### config.mk
export PLATFORM = sky130hd
export DESIGN_NAME = brnch_pht_arb_ctrl
export DESIGN_NICKNAME = d
export VERILOG_FILES = /design/src/rtl/brnch_pred_pkg.sv /design/src/rtl/pht_upd_fifo.sv /design/src/rtl/brnch_pht_arb_ctrl.sv
export SDC_FILE = /design/constraint.sdc
export NUM_CORES = 1
export LEC_CHECK = 0
export CORE_UTILIZATION = 38
export CTS_CLUSTER_DIAMETER = 60
export DETAILED_ROUTE_END_ITERATION = 16
export GPL_TIMING_DRIVEN = 0
export SYNTH_ARGS = -nofsm -noshare
export SYNTH_HDL_FRONTEND = slang
export SYNTH_SLANG_ARGS = --single-unit
### constraint.sdc
create_clock -name clk -period 3.8 [get_ports clk]
set_input_delay 0.57 -clock clk [delete_from_list [all_inputs] [get_ports clk]]
set_output_delay 0.57 -clock clk [all_outputs]
set_load 0.02 [all_outputs]
### src/rtl/brnch_pred_pkg.sv
// Shared types and defaults for the branch-prediction PHT arbiter.
// Holds the 2-bit counter type, FSM states and the saturating-counter update.
package brnch_pred_pkg;

    localparam int IDX_W_DEF      = 5;
    localparam int PHT_DEPTH_DEF  = 32;
    localparam int UPDQ_DEPTH_DEF = 2;

    typedef logic [1:0] ctr_t;

    localparam ctr_t CTR_INIT = 2'b01;

    typedef enum logic [1:0] {
        ST_INIT,
        ST_IDLE,
        ST_UPD_RD,
        ST_UPD_WR
    } state_t;

    function automatic ctr_t ctr_sat_upd(input ctr_t c, input logic taken);
        ctr_t r;
        if (taken) r = (c == 2'b11) ? c : c + 2'b01;
        else       r = (c == 2'b00) ? c : c - 2'b01;
        return r;
    endfunction

endpackage

### src/rtl/pht_upd_fifo.sv
// Pending-update queue of resolved branches ({idx, taken}) awaiting a PHT read-modify-write.
// Simultaneous push and pop leave the occupancy unchanged.
module pht_upd_fifo
    import brnch_pred_pkg::*;
#(
    parameter int IDX_W = IDX_W_DEF,
    parameter int DEPTH = UPDQ_DEPTH_DEF
) (
    input  logic             clk,
    input  logic             rst_n,
    input  logic             i_push,
    input  logic [IDX_W-1:0] i_push_idx,
    input  logic             i_push_taken,
    input  logic             i_pop,
    output logic [IDX_W-1:0] o_head_idx,
    output logic             o_head_taken,
    output logic             o_full,
    output logic             o_empty
);

    localparam int PTR_W = (DEPTH > 1) ? $clog2(DEPTH) : 1;
    localparam int CNT_W = $clog2(DEPTH + 1);
    localparam logic [PTR_W-1:0] PTR_LAST = PTR_W'(DEPTH - 1);
    localparam logic [CNT_W-1:0] CNT_FULL = CNT_W'(DEPTH);

    logic [IDX_W-1:0] r_idx   [DEPTH];
    logic             r_taken [DEPTH];
    logic [PTR_W-1:0] r_wr_ptr;
    logic [PTR_W-1:0] r_rd_ptr;
    logic [CNT_W-1:0] r_count;
    logic             w_push;
    logic             w_pop;

    assign o_full       = (r_count == CNT_FULL);
    assign o_empty      = (r_count == '0);
    assign w_push       = i_push & ~o_full;
    assign w_pop        = i_pop & ~o_empty;
    assign o_head_idx   = r_idx[r_rd_ptr];
    assign o_head_taken = r_taken[r_rd_ptr];

    // Storage needs no reset: occupancy alone decides what is valid.
    always_ff @(posedge clk) begin
        if (w_push) begin
            r_idx[r_wr_ptr]   <= i_push_idx;
            r_taken[r_wr_ptr] <= i_push_taken;
        end
    end

    always_ff @(posedge clk or negedge rst_n) begin
        if (!rst_n) begin
            r_wr_ptr <= '0;
            r_rd_ptr <= '0;
            r_count  <= '0;
        end else begin
            if (w_push) r_wr_ptr <= (r_wr_ptr == PTR_LAST) ? '0 : r_wr_ptr + PTR_W'(1);
            if (w_pop)  r_rd_ptr <= (r_rd_ptr == PTR_LAST) ? '0 : r_rd_ptr + PTR_W'(1);
            case ({w_push, w_pop})
                2'b10:   r_count <= r_count + CNT_W'(1);
                2'b01:   r_count <= r_count - CNT_W'(1);
                default: r_count <= r_count;
            endcase
        end
    end

endmodule

### src/rtl/brnch_pht_arb_ctrl.sv
// Arbitrates a single-port external PHT between IF-stage lookups and queued ID-stage updates.
//   state     | meaning
//   ST_INIT   | sweep CTR_INIT into every PHT entry, ascending
//   ST_IDLE   | arbitrate: full queue > lookup > non-empty queue
//   ST_UPD_RD | issue cycle of an update read (IDLE cycle won by the queue)
//   ST_UPD_WR | write saturated counter back to the queue head, pop it
module brnch_pht_arb_ctrl
    import brnch_pred_pkg::*;
#(
    parameter int IDX_W      = IDX_W_DEF,
    parameter int PHT_DEPTH  = PHT_DEPTH_DEF,
    parameter int UPDQ_DEPTH = UPDQ_DEPTH_DEF
) (
    input  logic             clk,
    input  logic             rst_n,
    input  logic             i_lkup_vld,
    input  logic [IDX_W-1:0] i_lkup_idx,
    output logic             o_lkup_rdy,
    output logic             o_pred_vld,
    output logic             o_pred_taken,
    input  logic             i_upd_vld,
    input  logic [IDX_W-1:0] i_upd_idx,
    input  logic             i_upd_taken,
    output logic             o_upd_rdy,
    output logic             o_pht_en,
    output logic             o_pht_we,
    output logic [IDX_W-1:0] o_pht_addr,
    output logic [1:0]       o_pht_wdata,
    input  logic [1:0]       i_pht_rdata,
    output logic             o_init_done
);

    localparam logic [IDX_W-1:0] SWEEP_LAST = IDX_W'(PHT_DEPTH - 1);

    state_t           r_state;
    state_t           w_phase;
    logic [IDX_W-1:0] r_sweep;
    logic             r_sweep_en;
    logic             r_init_done;
    logic             r_pred_vld;
    logic             w_full;
    logic             w_empty;
    logic [IDX_W-1:0] w_head_idx;
    logic             w_head_taken;
    logic             w_push;
    logic             w_pop;
    logic             w_upd_win;

    pht_upd_fifo #(
        .IDX_W (IDX_W),
        .DEPTH (UPDQ_DEPTH)
    ) u_upd_fifo (
        .clk          (clk),
        .rst_n        (rst_n),
        .i_push       (w_push),
        .i_push_idx   (i_upd_idx),
        .i_push_taken (i_upd_taken),
        .i_pop        (w_pop),
        .o_head_idx   (w_head_idx),
        .o_head_taken (w_head_taken),
        .o_full       (w_full),
        .o_empty      (w_empty)
    );

    assign w_upd_win    = w_full | (~i_lkup_vld & ~w_empty);
    assign o_lkup_rdy   = (r_state == ST_IDLE) & ~w_full;
    assign o_upd_rdy    = r_init_done & ~w_full;
    assign w_push       = i_upd_vld & o_upd_rdy;
    assign w_pop        = (r_state == ST_UPD_WR);
    assign o_pred_vld   = r_pred_vld;
    assign o_pred_taken = r_pred_vld & i_pht_rdata[1];
    assign o_init_done  = r_init_done;

    // An IDLE cycle won by the queue is the update-read cycle itself.
    always_comb begin
        w_phase = r_state;
        if ((r_state == ST_IDLE) && w_upd_win) w_phase = ST_UPD_RD;
    end

    always_comb begin
        o_pht_en    = 1'b0;
        o_pht_we    = 1'b0;
        o_pht_addr  = '0;
        o_pht_wdata = '0;
        case (w_phase)
            ST_INIT: begin
                o_pht_en    = r_sweep_en;
                o_pht_we    = r_sweep_en;
                o_pht_addr  = r_sweep;
                o_pht_wdata = CTR_INIT;
            end
            ST_IDLE: begin
                o_pht_en   = i_lkup_vld;
                o_pht_addr = i_lkup_idx;
            end
            ST_UPD_RD: begin
                o_pht_en   = 1'b1;
                o_pht_addr = w_head_idx;
            end
            ST_UPD_WR: begin
                o_pht_en    = 1'b1;
                o_pht_we    = 1'b1;
                o_pht_addr  = w_head_idx;
                o_pht_wdata = ctr_sat_upd(i_pht_rdata, w_head_taken);
            end
            default: ;
        endcase
    end

    // The sweep holds off one cycle after reset so the PHT port stays quiet while rst_n is low.
    always_ff @(posedge clk or negedge rst_n) begin
        if (!rst_n) begin
            r_state     <= ST_INIT;
            r_sweep     <= '0;
            r_sweep_en  <= 1'b0;
            r_init_done <= 1'b0;
            r_pred_vld  <= 1'b0;
        end else begin
            r_sweep_en <= 1'b1;
            r_pred_vld <= (w_phase == ST_IDLE) & i_lkup_vld;
            case (w_phase)
                ST_INIT: begin
                    if (r_sweep_en) begin
                        r_sweep <= r_sweep + IDX_W'(1);
                        if (r_sweep == SWEEP_LAST) begin
                            r_state     <= ST_IDLE;
                            r_init_done <= 1'b1;
                        end
                    end
                end
                ST_IDLE:   r_state <= ST_IDLE;
                ST_UPD_RD: r_state <= ST_UPD_WR;
                ST_UPD_WR: r_state <= ST_IDLE;
                default:   r_state <= ST_INIT;
            endcase
        end
    end

endmodule

* Word-level counts from Yosys, hierarchy flattened
Memory sizes are Yosys's and may differ from the RTL's.
Index checks and enable logic that the tools add are counted.
** Word-level totals
- Memory bits (writable) :: 12
- Flip-flop bits (word level) :: 14
- Bits of input ports :: 17
- Memories kept :: 2
- Output and inout bits :: 14
- Logic and storage cells :: 67
** Operators by class
- Mux-type cells :: 16
- $add $sub $neg :: 7
- Equality and inequality tests :: 12
- Reduce and logical (&&, ||, !) cells :: 10
- Bitwise operators :: 12
** Memory list
- u_upd_fifo.r_idx :: words 2, width 5, read ports 1, clocked after Yosys merged registers in 0, wr ports 1, line pht_upd_fifo.sv:26 : logic [IDX_W-1:0] r_idx [DEPTH];
- u_upd_fifo.r_taken :: words 2, width 1, read ports 1, clocked after Yosys merged registers in 0, wr ports 1, line pht_upd_fifo.sv:27 : logic r_taken [DEPTH];
** Operator list (number)
- one-hot mux 5 bit (3 select lines) :: 1
- == test 2 bit, second input constant :: 6
- two-way mux 2 bit :: 6
- AND 1 bit :: 8
- one-hot mux 2 bit (2 select lines) :: 2
- == test 2 x 1 -> 1 bit, second input constant :: 3
- logical NOT 2 bit :: 3
- one-hot mux 2 bit (3 select lines) :: 1
- adder 5 x 1 -> 5 bit, second input constant :: 1
- == test 5 bit, second input constant :: 1
- adder 2 x 1 -> 2 bit, second input constant :: 2
- two-way mux 1 bit :: 4
- != test 2 bit, second input constant :: 2
- AND reduction 2 bit :: 2
- OR reduction 2 bit :: 2
- subtractor 2 x 1 -> 2 bit, second input constant :: 2
- NOT 1 bit :: 3
- one-hot mux 1 bit (3 select lines) :: 1
- AND reduction 3 bit :: 1
- adder 1 bit, second input constant :: 2
- one-hot mux 1 bit (2 select lines) :: 1
- nonzero test 2 bit :: 1
- logical AND 1 bit :: 1
- bitwise OR 1 bit :: 1

* Longest topological paths before layout
- Depth in word-level cells :: 9
- Gate-level depth with buffers :: 8
- Depth with buffers taken out :: 7

* Hierarchy
Synthesis repeated with hierarchy kept, for this count alone.
** Second synthesis, totals
- Cells, all modules :: 114
- Area total of the unflattened synthesis :: 1347.5 um^2
** By module, submodules not included
- brnch_pht_arb_ctrl :: area each 718.2 um^2, instances 1, cells an instance 77
- pht_upd_fifo :: area each 629.4 um^2, instances 1, cells an instance 37

* Least setup slack after synthesis
Ideal clock, no wire load.
- Path kind :: register -> output
- Start :: register r_state[0]
- End :: output port o_pht_addr[0]
- Setup slack :: 1.710 ns
- Stages on the path, launching flop included :: 7
- Arrival :: 1.520 ns
- Cell sequence :: dfrtp_1 inv_1 ha_1 buf_1 nor2_1 nand3_1 o221ai_1
** Between the ends
- Word-level cells in the longest chain between the ends :: 6
- Elaborated cells on any way between the ends :: 9
** Ends and longest elaborated chain
- start: declaration :: line brnch_pht_arb_ctrl.sv:35 : state_t r_state;
- start signal: assignment :: line brnch_pht_arb_ctrl.sv:113 : r_state <= ST_INIT;
- start signal: assignment :: line brnch_pht_arb_ctrl.sv:126 : r_state <= ST_IDLE;
- start signal: assignment :: line brnch_pht_arb_ctrl.sv:131 : ST_IDLE: r_state <= ST_IDLE;
- == test 2 x 1 -> 1 bit :: line brnch_pht_arb_ctrl.sv:77 : if ((r_state == ST_IDLE) && w_upd_win) w_phase = ST_UPD_RD;
- logical AND 1 bit :: line brnch_pht_arb_ctrl.sv:77
- two-way mux 2 bit (*) :: line brnch_pht_arb_ctrl.sv:77
- == test 2 bit :: line brnch_pht_arb_ctrl.sv:85 : case (w_phase)
- OR reduction 2 bit (no line)
- one-hot mux 5 bit (3 select lines) (*) :: line brnch_pht_arb_ctrl.sv:85
- end: declaration :: line brnch_pht_arb_ctrl.sv:27 : output logic [IDX_W-1:0] o_pht_addr,
Every way passes the cells marked *; elsewhere a longest branch is shown, timed or not.

* Final worst setup path
- Start :: register r_state[0]
- End :: output port o_pht_addr[4]
The elaborated chain is that of the path after synthesis.

==> flow_summary_export.csv <==
group,metric,value,unit
clocking,clk_pin_slew,0.14,ns
sta,slew_headroom,0.553,
floorplan,rows,20,
clocking,postCtsSetupRepairBufs,0,
clocking,clock-sinks,26,
sta,setup_viol,0,
yosys,synth_edf_count,12,
clocking,htree_num_levels,1,
routing,routed_wl,2420,um
power,ir_worst_vdd,0.195,mV
yosys,syn_area,1280,um2
global_routing,grt_pass1_wl,3850,um
sta,finalSetupTns,0,ns
layout,final_common_cell,"clkdlybuf4s50_1",
floorplan,die-area,3590,um2
floorplan,coreArea,3130,um2
yosys,synth_top_cell_by_area,"edfxtp_1",
placement,io_buffers,30,
sta,fin_crit,3.11,ns
layout,drive_gt1_frac,0.0857,
layout,areaGrowthSynthToFinish,32.0,%
yosys,synth_nets,130,
placement,preCtsSetupSlack,0.770,ns
global_routing,grt_max_degree,16,
clocking,numCtsBuffers,3,
sta,maxSlewViolCount,0,
run_status,outcome,"finished, final reports clean",
worst_setup_path,endpoint_kind,"output pin",
sta,finalHoldViolations,0,
floorplan,fp.dieW,60.0,um
global_routing,grt_overflow,0,
routing,ant_nets,0,
clocking,cts_resized,0,
layout,final_cell_mix,"clkdlybuf4s50_1, dfrtp_1, edfxtp_1",
yosys,synth-warning-count,0,
routing,vias,888,
yosys,ys_seq_area_frac,0.557,
routing,post_drt_wl_per_cell,13.2,um
clocking,clk_latency,0.31,ns
power,leakagePower,0.704,nW
layout,fin_nets,165,
yosys,post_synth.cell_area_avg,12.0,um2
clocking,clk_path_buf_depth,2,
sta,worst_pin_slew,0.668,ns
worst_setup_path,start_kind,"flop",
sta,worst_slack,0.695,ns
clocking,cts_hold_buf,0,
yosys,async_reset_ff_frac,0.538,
routing,dr.pass1.iters,4,
floorplan,ios,31,
global_routing,antenna_found_initial,0,
floorplan,die_y,60.0,um
sta,fmax,0.322,GHz
layout,diodes,0,
worst_setup_path,reg2reg_depth,5,
placement,place_congestion,0.751,
sta,clock_skew,0.00157,ns
yosys,synthDominantCellAreaShare,0.282,
yosys,synthTopCellsByArea,"edfxtp_1, dfrtp_1, ha_1",
clocking,cts_tree,"yes",
worst_hold_path,hold_class,"flop to flop",
worst_hold_path,hold_depth,1,
worst_setup_path,cp.required,3.23,ns
routing,avgViaCountPerCell,4.83,
routing,drc,0,
run,max_cap_viol_count,0,
floorplan,start_util,0.408,
sta,fin_crit_sh,0.817,
placement,hpwl,1870,um
worst_setup_path,worstPathMaxFanout,8,
power,power_density,312,nW/um2
worst_setup_path,worstSetupPathType,"flop to output pin",
yosys,synth_seq_cells,26,
worst_setup_path,crit_arrival,2.54,ns
yosys,synthFlopType,"dfrtp_1",
yosys,synth_cell_type_count,31,
global_routing,grt_pass1_vias,879,
sta,rsz0062_at_grt,"false",
yosys,postSynthCellCount,106,
clocking,clockRootBuffer,"clkbuf_4",
global_routing,grtUsageTotal,0.148,
routing,first_iter_violations,17,
power breakdown:
| group | leakage, nW | internal, mW | switching, mW | total (mW) |
|---|---|---|---|---|
| registers | 0.294 | 0.295 | 0.00112 | 0.297 |
| logic | 0.383 | 0.0255 | 0.0171 | 0.0426 |
| clock network | 0.0279 | 0.107 | 0.0797 | 0.186 |
| total | 0.704 | 0.427 | 0.0979 | 0.525 |
per-stage QoR:
stage               hold slack, ns  cell area [um2]  std cells  power (mW)  utilization
floorplan                    0.274             1280        106       0.314            -
global placement             0.475             1630        180       0.344        0.522
detailed placement           0.479             1630        180       0.345        0.522
CTS                          0.503             1680        184       0.533        0.538
global route                 0.533             1680        184       0.543        0.538
finish                       0.498             1680        184       0.525        0.538
per-layer routing:
layer | up-vias | wire, um | track usage
met5 | - | 0 | 0
met4 | 0 | 19 | 0.0664
met3 | 2 | 135 | 0.0238
met2 | 31 | 1110 | 0.232
met1 | 419 | 1160 | 0.199
li1 | 436 | - | -
critical path, cell delays in order, from the launching register on:
cell	delay (ns)
dfrtp_1	0.44
inv_1	0.11
ha_1	0.22
buf_1	0.18
nor2_1	0.16
nand3_1	0.20
o221ai_1	0.28
clkdlybuf4s50_1	0.65
path summary, 6_finish.rpt:
path	from	to	slack (ns)
max	r_state[0]$_DFFE_PN0P_	o_pht_addr[4]	0.69
min reg2reg	u_upd_fifo.r_wr_ptr$_DFFE_PN0N_	u_upd_fifo.r_wr_ptr$_DFFE_PN0N_	0.50
max in group asynchronous	rst_n	o_pred_vld$_DFF_PN0_	2.74
min in group asynchronous	rst_n	r_sweep[4]$_DFFE_PN0P_	0.64
min	u_upd_fifo.r_wr_ptr$_DFFE_PN0N_	u_upd_fifo.r_wr_ptr$_DFFE_PN0N_	0.50
max reg2reg	u_upd_fifo.r_count[0]$_DFFE_PN0P_	u_upd_fifo.r_idx[0][1]$_DFFE_PP_	2.13
layout make-up:
type	instances	area (um2)
Clock buffer	3	22.5
Timing Repair Buffer	30	300
Tap cell	44	55.1
Clock inverter	1	30.0
Inverter	9	33.8
Buffer	3	20.0
Sequential cell	26	711
Fill cell	289	1440
Multi-Input combinational cell	68	512
cells by family (layout without fill, tap and decap cells):
kind of cell	count (synthesis)	in the layout	share of synthesized area
XOR/XNOR	8	8	0.0549
flip-flops	26	26	0.557
adder cells (fa/ha/maj)	9	9	0.0863
multiplexers	8	8	0.0686
AND/OR/NAND/NOR	27	27	0.101
other	1	1	0.00294
buffers and inverters	12	46	0.0421
AO/OA/AOI/OAI	15	15	0.0873
sequential cells by signal, summed over array words and instances, names as in the netlist:
name,count
u_upd_fifo.r_idx,10
r_sweep,5
r_state,2
u_upd_fifo.r_count,2
u_upd_fifo.r_taken,2
o_init_done,1
o_pred_vld,1
r_sweep_en,1
u_upd_fifo.r_rd_ptr,1
u_upd_fifo.r_wr_ptr,1
synth_stat cells, drive strengths merged (2+ instances only):
cell	n
a21oi	2
and2	3
and3	2
buf	3
dfrtp	14
edfxtp	12
ha	7
inv	9
maj3	2
mux2	3
mux2i	5
nand2	10
nand3	3
nor2	6
o21ai	2
o221ai	5
xnor2	5
xor2	3
(Power assumes the default switching activity.)
